`src/rtl/fifo_axis_pkg.sv`:
```
// Shared types for the FIFO-to-AXI-Stream drain engine.
package fifo_axis_pkg;

   localparam int DATA_WIDTH_DEF = 32;
   localparam int LEN_WIDTH_DEF  = 10;

   typedef enum logic [1:0] {
      IDLE  = 2'd0,
      RUN   = 2'd1,
      FLUSH = 2'd2,
      DONE  = 2'd3
   } state_t;

   typedef struct packed {
      logic [DATA_WIDTH_DEF-1:0] data;
      logic                      last;
   } beat_t;

endpackage

```
`src/rtl/axis_skid_buf.sv`:
```
// Two-entry AXI-Stream skid buffer; upstream ready is a pure register so the
// downstream tready never reaches the producer combinationally.
module axis_skid_buf
   import fifo_axis_pkg::*;
#(
   parameter int W = DATA_WIDTH_DEF + 1
) (
   input  logic         clk,
   input  logic         rst,
   input  logic [W-1:0] in_data,
   input  logic         in_valid,
   output logic         in_ready,
   output logic [W-1:0] out_data,
   output logic         out_valid,
   input  logic         out_ready
);

   logic [W-1:0] main_data;
   logic         main_valid;
   logic [W-1:0] skid_data;
   logic         skid_valid;
   logic         main_free;

   // Main can accept a word when it is empty or its current word leaves now.
   assign main_free = !main_valid || out_ready;

   always_ff @(posedge clk or negedge rst) begin
      if (!rst) begin
         main_data  <= '0;
         main_valid <= 1'b0;
         skid_data  <= '0;
         skid_valid <= 1'b0;
      end else begin
         if (main_free) begin
            if (skid_valid) begin
               main_data  <= skid_data;
               main_valid <= 1'b1;
               skid_valid <= 1'b0;
            end else if (in_valid) begin
               main_data  <= in_data;
               main_valid <= 1'b1;
            end else begin
               main_valid <= 1'b0;
            end
         end else if (in_valid) begin
            skid_data  <= in_data;
            skid_valid <= 1'b1;
         end
      end
   end

   assign in_ready  = !skid_valid;
   assign out_data  = main_data;
   assign out_valid = main_valid;

endmodule

```
`src/rtl/fifo_axis_tx.sv`:
```
// Drains a first-word-fall-through FIFO into an AXI-Stream master, framing
// cfg_len beats per packet with tlast on the final beat.
//
// state | meaning
// IDLE  | waiting for start
// RUN   | popping words until the tagged last word is popped
// FLUSH | waiting for the last beat to handshake downstream
// DONE  | one-cycle done pulse
module fifo_axis_tx
   import fifo_axis_pkg::*;
#(
   parameter int DATA_WIDTH = 32,
   parameter int LEN_WIDTH  = 10
) (
   input  logic                  clk,
   input  logic                  rst,
   input  logic                  start,
   input  logic [LEN_WIDTH-1:0]  cfg_len,
   input  logic                  fifo_empty,
   input  logic                  fifo_last,
   input  logic [DATA_WIDTH-1:0] fifo_data,
   output logic                  fifo_rd_en,
   output logic [DATA_WIDTH-1:0] m_tdata,
   output logic                  m_tvalid,
   output logic                  m_tlast,
   input  logic                  m_tready,
   output logic                  busy,
   output logic                  done,
   output logic                  underrun
);

   state_t                 state;
   state_t                 state_nxt;
   logic [LEN_WIDTH-1:0]   len_q;
   logic [LEN_WIDTH-1:0]   pop_cnt;
   logic                   fifo_last_q;
   logic                   buf_ready;
   logic                   pop;
   logic                   pop_last;
   logic                   last_hs;
   logic [DATA_WIDTH:0]    buf_out;

   assign pop      = (state == RUN) && !fifo_empty && buf_ready;
   assign pop_last = (pop_cnt == len_q - 1'b1);
   assign last_hs  = m_tvalid && m_tready && m_tlast;

   always_ff @(posedge clk or negedge rst) begin
      if (!rst) begin
         state <= IDLE;
      end else begin
         state <= state_nxt;
      end
   end

   always_comb begin
      state_nxt = state;
      case (state)
         IDLE:    if (start) state_nxt = RUN;
         RUN:     if (pop && pop_last) state_nxt = FLUSH;
         FLUSH:   if (last_hs) state_nxt = DONE;
         DONE:    state_nxt = IDLE;
         default: state_nxt = IDLE;
      endcase
   end

   // A zero length is promoted to a single-beat packet.
   always_ff @(posedge clk or negedge rst) begin
      if (!rst) begin
         len_q       <= '0;
         pop_cnt     <= '0;
         underrun    <= 1'b0;
         fifo_last_q <= 1'b0;
      end else begin
         fifo_last_q <= fifo_last;
         if (state == IDLE && start) begin
            len_q    <= (cfg_len == '0) ? LEN_WIDTH'(1) : cfg_len;
            pop_cnt  <= '0;
            underrun <= 1'b0;
         end else begin
            if (pop) begin
               pop_cnt <= pop_cnt + 1'b1;
            end
            if (state == RUN && fifo_empty && fifo_last_q) begin
               underrun <= 1'b1;
            end
         end
      end
   end

   axis_skid_buf #(
      .W (DATA_WIDTH + 1)
   ) u_skid (
      .clk       (clk),
      .rst       (rst),
      .in_data   ({fifo_data, pop_last}),
      .in_valid  (pop),
      .in_ready  (buf_ready),
      .out_data  (buf_out),
      .out_valid (m_tvalid),
      .out_ready (m_tready)
   );

   assign m_tdata    = buf_out[DATA_WIDTH:1];
   assign m_tlast    = buf_out[0];
   assign fifo_rd_en = pop;
   assign busy       = (state != IDLE);
   assign done       = (state == DONE);

endmodule

```
`config.mk`:
```
export PLATFORM = sky130hd
export DESIGN_NAME = fifo_axis_tx
export DESIGN_NICKNAME = d
export VERILOG_FILES = /design/src/rtl/fifo_axis_pkg.sv /design/src/rtl/axis_skid_buf.sv /design/src/rtl/fifo_axis_tx.sv
export SDC_FILE = /design/constraint.sdc
export NUM_CORES = 1
export LEC_CHECK = 0
export CORE_MARGIN = 5
export CORE_UTILIZATION = 54
export DETAILED_ROUTE_END_ITERATION = 10
export DONT_BUFFER_PORTS = 1
export GPL_TIMING_DRIVEN = 0
export PLACE_DENSITY = 0.69
export SLEW_MARGIN = 20
export SYNTH_ARGS = -nofsm -noshare
export SYNTH_HDL_FRONTEND = slang
export SYNTH_HIERARCHICAL = 1
export SYNTH_SLANG_ARGS = --single-unit
```
`constraint.sdc`:
```
create_clock -name clk -period 2.9 [get_ports clk]
set_input_delay 0.87 -clock clk [delete_from_list [all_inputs] [get_ports clk]]
set_output_delay 0.87 -clock clk [all_outputs]
set_load 0.03 [all_outputs]
```
**After elaboration in Yosys (flattened, before gate mapping)**

Index checks and enable logic that the tools add are counted.

- Add/subtract/negate cells: 2
- Equality and inequality tests: 7
- Multiplexer cells: 15
- Bitwise gates (word level): 1
- Reduce and logical (&&, ||, !) cells: 22

Operators with widths:

| cell | count |
|---|---|
| $mux 33 | 2 |
| $mux 10 | 3 |
| $add 10x1->10 const B | 1 |
| $eq 10x10->1 | 1 |
| $logic_not 10->1 | 1 |
| $reduce_bool 2->1 | 5 |
| $sub 10x1->10 const B | 1 |
| $logic_and 1x1->1 | 8 |
| $pmux 2 s4 | 1 |
| $mux 1 | 6 |
| $mux 2 | 3 |
| $eq 2x2->1 const B | 2 |
| $ne 2x2->1 const B | 2 |
| $reduce_and 2->1 | 2 |
| $logic_not 1->1 | 3 |
| $reduce_and 3->1 | 1 |
| $eq 2x1->1 const B | 1 |
| $logic_not 2->1 | 1 |
| $ne 2x1->1 const B | 1 |
| $logic_or 1x1->1 | 1 |
| $not 1->1 | 1 |

- Bits in registers: 92
- Input bits: 48
- Output and inout bits: 38
- Word-level logic and storage cells: 56

**Logic depth before layout (Yosys ltp)**

Gate-level depths: netlist (run 1).

- Depth in word-level cells: 6
- Gate-level depth with buffers: 10
- Mapped depth without buffers: 9

**By module**

The synthesis (run 1) kept the hierarchy.

By module, submodules not included:

| module | instances | cells each | area an instance (sq um) | sequential area each (sq um) |
|---|---|---|---|---|
| axis_skid_buf | 1 | 185 | 3363.2 | 1701.6 |
| fifo_axis_tx | 1 | 168 | 1503.9 | 600.6 |

**Worst setup path before layout (run 1)**

No wires, ideal clock.

- Path type: input -> output
- Start point: input fifo_empty
- End point: output fifo_rd_en
- Arrival: 1.680 ns
- Data required time: 2.030 ns
- Path slack: 0.350 ns
- Stages: 2
- Path buffers: 1
- Path through: and3b_1 clkbuf_1

- Cells in the longest elaborated chain, start to end: 3

RTL lines:

| element | line | source |
|---|---|---|
| from (decl) | fifo_axis_tx.sv:19 | `input logic fifo_empty,` |
| $logic_not 1->1 | fifo_axis_tx.sv:43 | `assign pop = (state == RUN) && !fifo_empty && buf_ready;` |
| $logic_and 1x1->1 (2 in series) | fifo_axis_tx.sv:43 |  |
| to (decl) | fifo_axis_tx.sv:22 | `output logic fifo_rd_en,` |

No other way between the ends.

**Final worst setup path (run 1)**

- Start point: register len_q[0]
- End point: register state[1]

- Cells in the longest elaborated chain, start to end: 5

RTL lines:

| element | line | source |
|---|---|---|
| from (decl) | fifo_axis_tx.sv:34 | `logic [LEN_WIDTH-1:0] len_q;` |
| from (signal assigned) | fifo_axis_tx.sv:76 | `len_q <= (cfg_len == '0) ? LEN_WIDTH'(1) : cfg_len;` |
| $sub 10x1->10 | fifo_axis_tx.sv:44 | `assign pop_last = (pop_cnt == len_q - 1'b1);` |
| $eq 10x10->1 | fifo_axis_tx.sv:44 |  |
| $logic_and 1x1->1 | fifo_axis_tx.sv:59 | `RUN: if (pop && pop_last) state_nxt = FLUSH;` |
| $ne 2x1->1 (no line) | - |  |
| $reduce_and 3->1 (no line) | - |  |
| to (signal assigned) | fifo_axis_tx.sv:51 | `state <= state_nxt;` |
| to (decl) | fifo_axis_tx.sv:32 | `state_t state;` |

No other way between the ends.
A chain may end at the register's enable or synchronous reset.

==> results of run 1 <==
-- metrics by stage --
step	hold slack [ns]	cells	power (mW)	setup slack (ns)
floorplan	0.476	353	4.27	0.350
global placement	0.488	461	4.55	0.194
detailed placement	0.494	461	4.64	0.162
CTS	0.171	477	5.66	0.308
global route	0.165	477	5.93	0.162
finish	0.195	477	5.60	0.316
-- synthesized netlist by cell type (2+ instances only) --
master and number:
dfrtp_1 92, mux2_4 89, nand2_1 34, nor2_1 20
mux2_2 11, xnor2_1 10, buf_6 8, inv_1 8
ha_1 7, xor2_1 7, and3_1 5, nand3_1 4
nor3_1 4, a31oi_1 3, and2_1 3, clkbuf_1 3
o21ai_0 3, and3b_1 2, buf_12 2, mux2i_1 2
nand3b_1 2, nor2_8 2, nor2b_1 2, nor4_1 2
o21ai_1 2, or2_2 2, or3_1 2
-- layout make-up --
class / instances / area, um2 / share of cell area
Sequential cell: 92 / 2300 / 0.440
Multi-Input combinational cell: 239 / 2380 / 0.454
Buffer: 14 / 158 / 0.0301
Clock inverter: 6 / 95.1 / 0.0182
Inverter: 8 / 30.0 / 0.00573
Tap cell: 108 / 135 / 0.0258
Clock buffer: 10 / 138 / 0.0263
-- placed cells by master (no fill, tap or decap), drive strengths merged, types with 2 or more instances in the layout --
cell and instances:
mux2 100, dfrtp 92, nand2 35, nor2 22, clkbuf 13, buf 11
xnor2 10, inv 10, xor2 8, ha 7, and3 5, nor3 5
o21ai 5, nand3 4, and2 3, a31oi 3, or3 3, nor2b 3
and3b 2, or2 2, nor4 2, nand3b 2, mux2i 2, clkinvlp 2
bufinv 2, a21oi 2, a311o 2
-- timing repair --
item                                    CTS  global route
hold buffers                              0             0
endpoints found under the setup margin    1             0
gates resized for setup                   1             0
-- critical path: cells and delay by family (launching register included) --
| family | cells | cell delay (ns) |
|---|---|---|
| AOI/OAI and AO/OA | 5 | 1.27 |
| adders and majority gates | 1 | 0.21 |
| buffers and inverters | 2 | 0.22 |
| DFF | 1 | 0.45 |
| muxes | 1 | 0.33 |
-- state kept, by name (all words and copies together) (netlist names) --
signal,count
state,2
fifo_last_q,1
u_skid/skid_data,33
underrun,1
u_skid/skid_valid,1
pop_cnt,10
len_q,10
u_skid/out_valid,1
u_skid/out_data,33
-- kinds of logic (layout without fill, tap and decap cells) --
family | after synthesis | in the layout | synth area share
AO/OA/AOI/OAI | 20 | 20 | 0.0316
buffers and inverters | 22 | 38 | 0.0383
AND/OR/NAND/NOR | 92 | 92 | 0.101
adder cells (fa/ha/maj) | 7 | 7 | 0.0180
XOR/XNOR | 18 | 18 | 0.0339
flip-flops | 92 | 92 | 0.473
multiplexers | 102 | 102 | 0.304
-- per-layer routing --
metal  wire [um]  part of all wire  vias up  track usage
met1        3960              0.44     1350        0.214
met4         113             0.013        0       0.0575
li1            -                 -     1246            -
met5           0                 0        -            0
met2        4470              0.50       41        0.275
met3         406             0.045       11       0.0499
-- final timing paths --
| kind | to | start | slack, ns | depth (start not counted) |
|---|---|---|---|---|
| worst max-delay path | state[1]$_DFFE_PN0P_ | len_q[0]$_DFFE_PN0P_ | 0.32 | 9 |
| worst min-delay path | len_q[8]$_DFFE_PN0P_ | rst | 0.19 | 0 |
| worst max register to register | state[1]$_DFFE_PN0P_ | len_q[0]$_DFFE_PN0P_ | 0.32 | 9 |
| worst min register to register | u_skid/skid_data[1]$_DFFE_PN0P_ | u_skid/skid_data[1]$_DFFE_PN0P_ | 0.52 | 1 |
| max in group asynchronous | u_skid/out_data[7]$_DFFE_PN0P_ | rst | 2.51 | 0 |
| min in group clk | u_skid/skid_data[1]$_DFFE_PN0P_ | u_skid/skid_data[1]$_DFFE_PN0P_ | 0.52 | 1 |
-- power by group through the flow --
stage               Combinational (mW)  Clock (mW)  Sequential [mW]
detailed placement                1.81           0             2.83
floorplan                         1.60           0             2.67
finish                            1.80        1.00             2.80
global placement                  1.74           0             2.80
global route                      1.95        1.09             2.89
CTS                               1.82        1.03             2.82
==> parameters.txt, run 1 <==
Parameter                              Value

Run status
  Status ... complete, no violations

Timing
  Number of setup violations in the final report ... 0
  Worst Tran Pin Value ... 0.456 ns
  Post-Route Setup TNS ... 0 ns
  Clk_skew ... 0.0124 ns
  Final Slew Violations ... 0
  Final hold vios ... 0
  Setup repair after global routing missed its margin ... false
  Time the worst path needs with I/O delays and setup ... 2.58 ns
  Period Utilization, post-route ... 0.891
  Highest achievable clock rate ... 387 MHz
  Headroom to the max-slew limit ... 0.696

Power and ir drop
  Power density relative to cell area ... 1070 nW/um2
  Fraction of power consumed by sequential logic ... 0.501
  Reported leakage power ... 2.51 nW
  Part of the total power dissipated in combinational logic ... 0.321
  Fraction of power spent switching nets ... 0.379
  Clock power frac ... 0.179
  Sw Pwr ... 2.12 mW
  Maximum resistive drop on vdd ... 0.000560 V
  Cell-internal power ... 3.48 mW

Global route
  First-pass GRT wire length ... 15100 um
  Vias in the first global route ... 2952
  Total congestion overflow ... 0
  Number of antenna violations at the first check in global routing ... 0
  Maximum number of pins on one net before global-route repair ... 93
  Total Routing Usage GR ... 0.168

Hold path
  Worst hold-check path type ... in2async

Clock network
  Maximum buffer depth of the clock tree ... 2
  # clock sinks ... 92
  Clock tree from TritonCTS ... done
  Post-CTS setup buffers ... 0
  Clock Tree Root ... clkbuf_8
  Deepest level of the CTS H-tree ... 3
  Clock input transition at the sequential cells of the worst setup and hold paths ... 0.10 ns
  Number of clock buffers inserted by TritonCTS ... 9
  Clock latency at the later pin of the worst-skew pair ... 0.36 ns

Synth
  Count of mapped cells out of synthesis ... 353
  Fraction of synthesis flops using an asynchronous set or reset pin ... 1.00
  Most common flop cell mapped by yosys ... dfrtp_1
  Synthesized area per cell ... 13.8 um2
  Biggest area consumer among synthesized cells ... dfrtp_1
  Yosys synthesis warning count ... 6
  Distinct cell type count after synthesis ... 49
  Portion of the post-synthesis area used by sequential elements ... 0.473
  Portion of synthesized cell area occupied by the leading cell type ... 0.473
  Register bit count reported by yosys ... 92
  Nets in the synthesized netlist ... 408
  Synth area leaders ... dfrtp_1, mux2_4, nand2_1, mux2_2, buf_6
  EDFF count, synth ... 0
  Post-synthesis cell area ... 4870 um2

Worst setup path
  Type of the worst setup path ... reg2reg
  Sequence of cells on the critical path ... inv_1 -> ha_1 -> buf_6 -> o21bai_1 -> a311o_1 -> o311ai_1 -> o2111ai_1 -> o32ai_2 -> mux2_4
  Crit. End Element ... flop
  CP max stage cell ... dfrtp_1
  Data arrival time of the critical path ... 2.83 ns
  Kind of start point of the critical path ... flop
  Required arrival time at the worst endpoint ... 3.14 ns
  Largest fanout on the critical path ... 10
  Max incr delay on CP ... 0.45 ns

Floorplan
  Num rows ... 34
  Initial Util ... 0.555
  Ports ... 86
  Placeable core region ... 8760 um2
  Horizontal die dimension ... 105 um
  Total Die Area ... 11000 um2
  Die height ... 105 um

Layout
  # nets final ... 419
  Fill count ... 689
  Synth-to-layout area growth ... 7.58%
  Post-layout instance area ... 5240 um2
  Share of final-layout standard cells stronger than drive strength 1 ... 0.385
  Antenna fix cells ... 0
  Share of the core filled with cells in the final layout ... 0.598

Detailed routing
  Routed via count ... 2648
  Starting DRT DRC Count ... 65
  Detailed-route vias per instance ... 5.55
  Routed length per placed instance ... 18.8 um
  Routed Wire Length ... 8940 um
  Drt drc ... 0
  First-pass iteration count of the detailed router ... 4
  Residual antenna-violating net count after detailed routing ... 0

Placed design
  Post-placement cell area ... 5000 um2
  Number of input and output port buffers inserted ... 0
  HPWL after detailed placement ... 6290 um
  Final GP Congestion ... 0.805

Run
  Maxcap violations ... 0
(Power assumes the default switching activity.)
==> run 2, diff against run 1 <==
--- a/config.mk
+++ b/config.mk
@@ -5,6 +5,7 @@
 export SDC_FILE = /design/constraint.sdc
 export NUM_CORES = 1
 export LEC_CHECK = 0
+export CAP_MARGIN = 15
 export CORE_MARGIN = 5
 export CORE_UTILIZATION = 54
 export DETAILED_ROUTE_END_ITERATION = 10
==> results of run 2 <==
Final layout, timing and power as in run 1 (identical DEF).
==> run 3, diff against run 2 <==
--- a/config.mk
+++ b/config.mk
@@ -6,6 +6,7 @@
 export NUM_CORES = 1
 export LEC_CHECK = 0
 export CAP_MARGIN = 15
+export CORE_ASPECT_RATIO = 1.4
 export CORE_MARGIN = 5
 export CORE_UTILIZATION = 54
 export DETAILED_ROUTE_END_ITERATION = 10
==> run 3 against run 2 <==
Effect of this change:
- hold slack improved by 0.030 ns
- final area rose by 0.86%
- sequential share of layout area fell by 0.38 points
- utilization fell by 0.58 points
- first-iteration DRC count rose by 38%
- clock power rose by 9%
- combinational power barely moved
- critical path depth did not move
==> parameters.txt, run 3 (synthesized netlist as in run 1, its figures left out) <==
Parameter                              Value

Global route
  Vias in the first global route ... 2988 (+1.2%)
  Grt met2 use ... 0.296 (+0.0215)
  Total congestion overflow ... 0 (unchanged)
  Total Routing Usage GR ... 0.174 (+0.00564)
  Fraction of met1 tracks used by global routing ... 0.208 (-0.00579)
  Maximum number of pins on one net before global-route repair ... 93 (unchanged)
  First-pass GRT wire length ... 15200 um (+0.78%)
  GRT busiest layer ... met2
  Global Route met3 Usage ... 0.0405 (-0.00947)
  Number of antenna violations at the first check in global routing ... 0 (unchanged)

Layout
  Share of final-layout standard cells stronger than drive strength 1 ... 0.382 (-0.00271)
  Post-layout instance area ... 5280 um2 (+0.86%)
  Antenna fix cells ... 0 (unchanged)
  # nets final ... 419 (unchanged)
  Register Area ... 2300 um2 (unchanged)
  Area occupied by multi-input gates ... 2380 um2 (unchanged)
  Synth-to-layout area growth ... 8.51%
  Highest-count cells in the layout ignoring fill and taps ... dfrtp_1, mux2_4, nand2_1
  Commonest non-fill, non-tap cell in the layout ... dfrtp_1
  Fill count ... 741 (+7.5%)

Timing
  Headroom to the max-slew limit ... 0.686 (-0.00989)
  Worst setup slack after layout ... 0.322 ns (+0.00571 ns)
  Post-Route Setup TNS ... 0 ns (unchanged)
  Final hold vios ... 0 (unchanged)
  Setup repair after global routing missed its margin ... false
  Time the worst path needs with I/O delays and setup ... 2.58 ns (-0.00571 ns)
  Worst Tran Pin Value ... 0.470 ns (+0.0148 ns)
  Clk_skew ... 0.00467 ns (-0.00768 ns)
  Number of setup violations in the final report ... 0 (unchanged)
  Worst-case hold slack ... 0.225 ns (+0.0301 ns)
  Period Utilization, post-route ... 0.889 (-0.00197)
  Highest achievable clock rate ... 388 MHz (+0.22%)
  Final Slew Violations ... 0 (unchanged)

Floorplan
  Horizontal die dimension ... 90.2 um (-14%)
  Num rows ... 41 (+21%)
  Ports ... 86 (unchanged)
  Placeable core region ... 8930 um2 (+1.9%)
  Initial Util ... 0.545 (-0.0101)
  Die height ... 122 um (+17%)
  Total Die Area ... 11000 um2 (+0.24%)

Clock network
  Number of clock buffers inserted by TritonCTS ... 9 (unchanged)
  # clock sinks ... 92 (unchanged)
  Clock tree from TritonCTS ... done
  Clock input transition at the sequential cells of the worst setup and hold paths ... 0.06 ns (-0.04 ns)
  Maximum buffer depth of the clock tree ... 2 (unchanged)
  Clock latency at the later pin of the worst-skew pair ... 0.33 ns (-0.03 ns)
  Clock Tree Root ... clkbuf_16
  Deepest level of the CTS H-tree ... 3 (unchanged)
  Number of buffers added to fix hold violations after cts ... 0 (unchanged)

Worst setup path
  Max incr delay on CP ... 0.45 ns (about the same)
  CP max stage cell ... dfrtp_1
  Kind of start point of the critical path ... flop
  Required arrival time at the worst endpoint ... 3.12 ns (-0.02 ns)
  Largest delay share family, worst path ... compound AO/OA/AOI/OAI gates
  Data arrival time of the critical path ... 2.80 ns (-0.03 ns)
  Crit. End Element ... flop
  Total buffers and inverters traversed by the critical path ... 2 (unchanged)
  Largest fanout on the critical path ... 10 (unchanged)
  Type of the worst setup path ... reg2reg
  Sequence of cells on the critical path ... inv_1 -> ha_1 -> buf_6 -> o21bai_1 -> a311o_1 -> o311ai_1 -> o2111ai_1 -> o32ai_2 -> mux2_4

Power and ir drop
  Clock power frac ... 0.192 (+0.013)
  Power density relative to cell area ... 1080 nW/um2 (+0.87%)
  PnR Total Power ... 5.70 mW (+1.7%)
  Fraction of power consumed by sequential logic ... 0.493 (-0.008)
  Part of the total power dissipated in combinational logic ... 0.316 (-0.005)
  Maximum resistive drop on vdd ... 0.000512 V (-8.6%)
  Fraction of power spent switching nets ... 0.373 (-0.00609)
  Reported leakage power ... 2.53 nW (+0.68%)
  Cell-internal power ... 3.57 mW (+2.7%)
  Sw Pwr ... 2.12 mW (about the same)

Detailed routing
  Routed Wire Length ... 9010 um (+0.74%)
  Residual antenna-violating net count after detailed routing ... 0 (unchanged)
  Starting DRT DRC Count ... 90 (+38%)
  First-pass iteration count of the detailed router ... 4 (unchanged)
  Detailed-route vias per instance ... 5.56 (+0.17%)
  Drt drc ... 0 (unchanged)
  Routed length per placed instance ... 18.9 um (+0.95%)
  Routed via count ... 2647 (-0.038%)

Placed design
  Post-placement cell area ... 5000 um2 (about the same)
  Number of input and output port buffers inserted ... 0 (unchanged)
  HPWL after detailed placement ... 6310 um (+0.23%)
  Final GP Congestion ... 0.799 (-0.81%)
  Post-placement setup slack ... 0.163 ns (+0.000811 ns)

Hold path
  Worst hold-check path type ... in2async

Run
  Maxcap violations ... 0 (unchanged)

Run status
  Status ... complete, no violations
==> run 3: layer usage <==
layer / part of all wire / wire, um
met2: 0.53 / 4760
met4: 0.022 / 197
met3: 0.043 / 391
met1: 0.41 / 3660
met5: 0 / 0
==> run 3: path summary, 6_finish.rpt <==
| path | slack (ns) | to | cells after the start | start |
|---|---|---|---|---|
| min | 0.22 | u_skid/out_data[31]$_DFFE_PN0P_ | 0 | rst |
| max in group asynchronous | 2.56 | u_skid/skid_valid$_DFFE_PN0P_ | 0 | rst |
| min reg2reg | 0.51 | u_skid/skid_data[25]$_DFFE_PN0P_ | 1 | u_skid/skid_data[25]$_DFFE_PN0P_ |
| max | 0.32 | state[1]$_DFFE_PN0P_ | 9 | len_q[0]$_DFFE_PN0P_ |
| max reg2reg | 0.32 | state[1]$_DFFE_PN0P_ | 9 | len_q[0]$_DFFE_PN0P_ |
| min in group clk | 0.51 | u_skid/skid_data[25]$_DFFE_PN0P_ | 1 | u_skid/skid_data[25]$_DFFE_PN0P_ |
==> run 3: layout make-up <==
type                    instances  share of cell area
multi-input cells             239               0.450
flip-flops and latches         92               0.436
clock buffers                  11              0.0460
plain buffers                  14              0.0299
well taps                     107              0.0253
clock inverters                 5             0.00687
inverters                       8             0.00569
==> run 3: metrics by stage <==
step / util / cells
5_1_grt: 0.592 / 476
6_report: 0.592 / 476
3_3_place_gp: 0.560 / 460
3_5_place_dp: 0.560 / 460
2_1_floorplan: - / 353
4_1_cts: 0.592 / 476
==> run 3: timing repair <==
item                                    4_1_cts  5_1_grt
endpoints found under the setup margin        1        0
gates resized for setup                       1        0
buffers inserted                              0        0
==> run 3: power by group through the flow <==
| stage | logic (mW) | clock network [mW] | registers [mW] |
|---|---|---|---|
| 2_1_floorplan | 1.60 | 0 | 2.67 |
| 3_3_place_gp | 1.74 | 0 | 2.81 |
| 3_5_place_dp | 1.81 | 0 | 2.83 |
| 4_1_cts | 1.82 | 1.13 | 2.82 |
| 5_1_grt | 1.96 | 1.21 | 2.89 |
| 6_report | 1.80 | 1.09 | 2.81 |
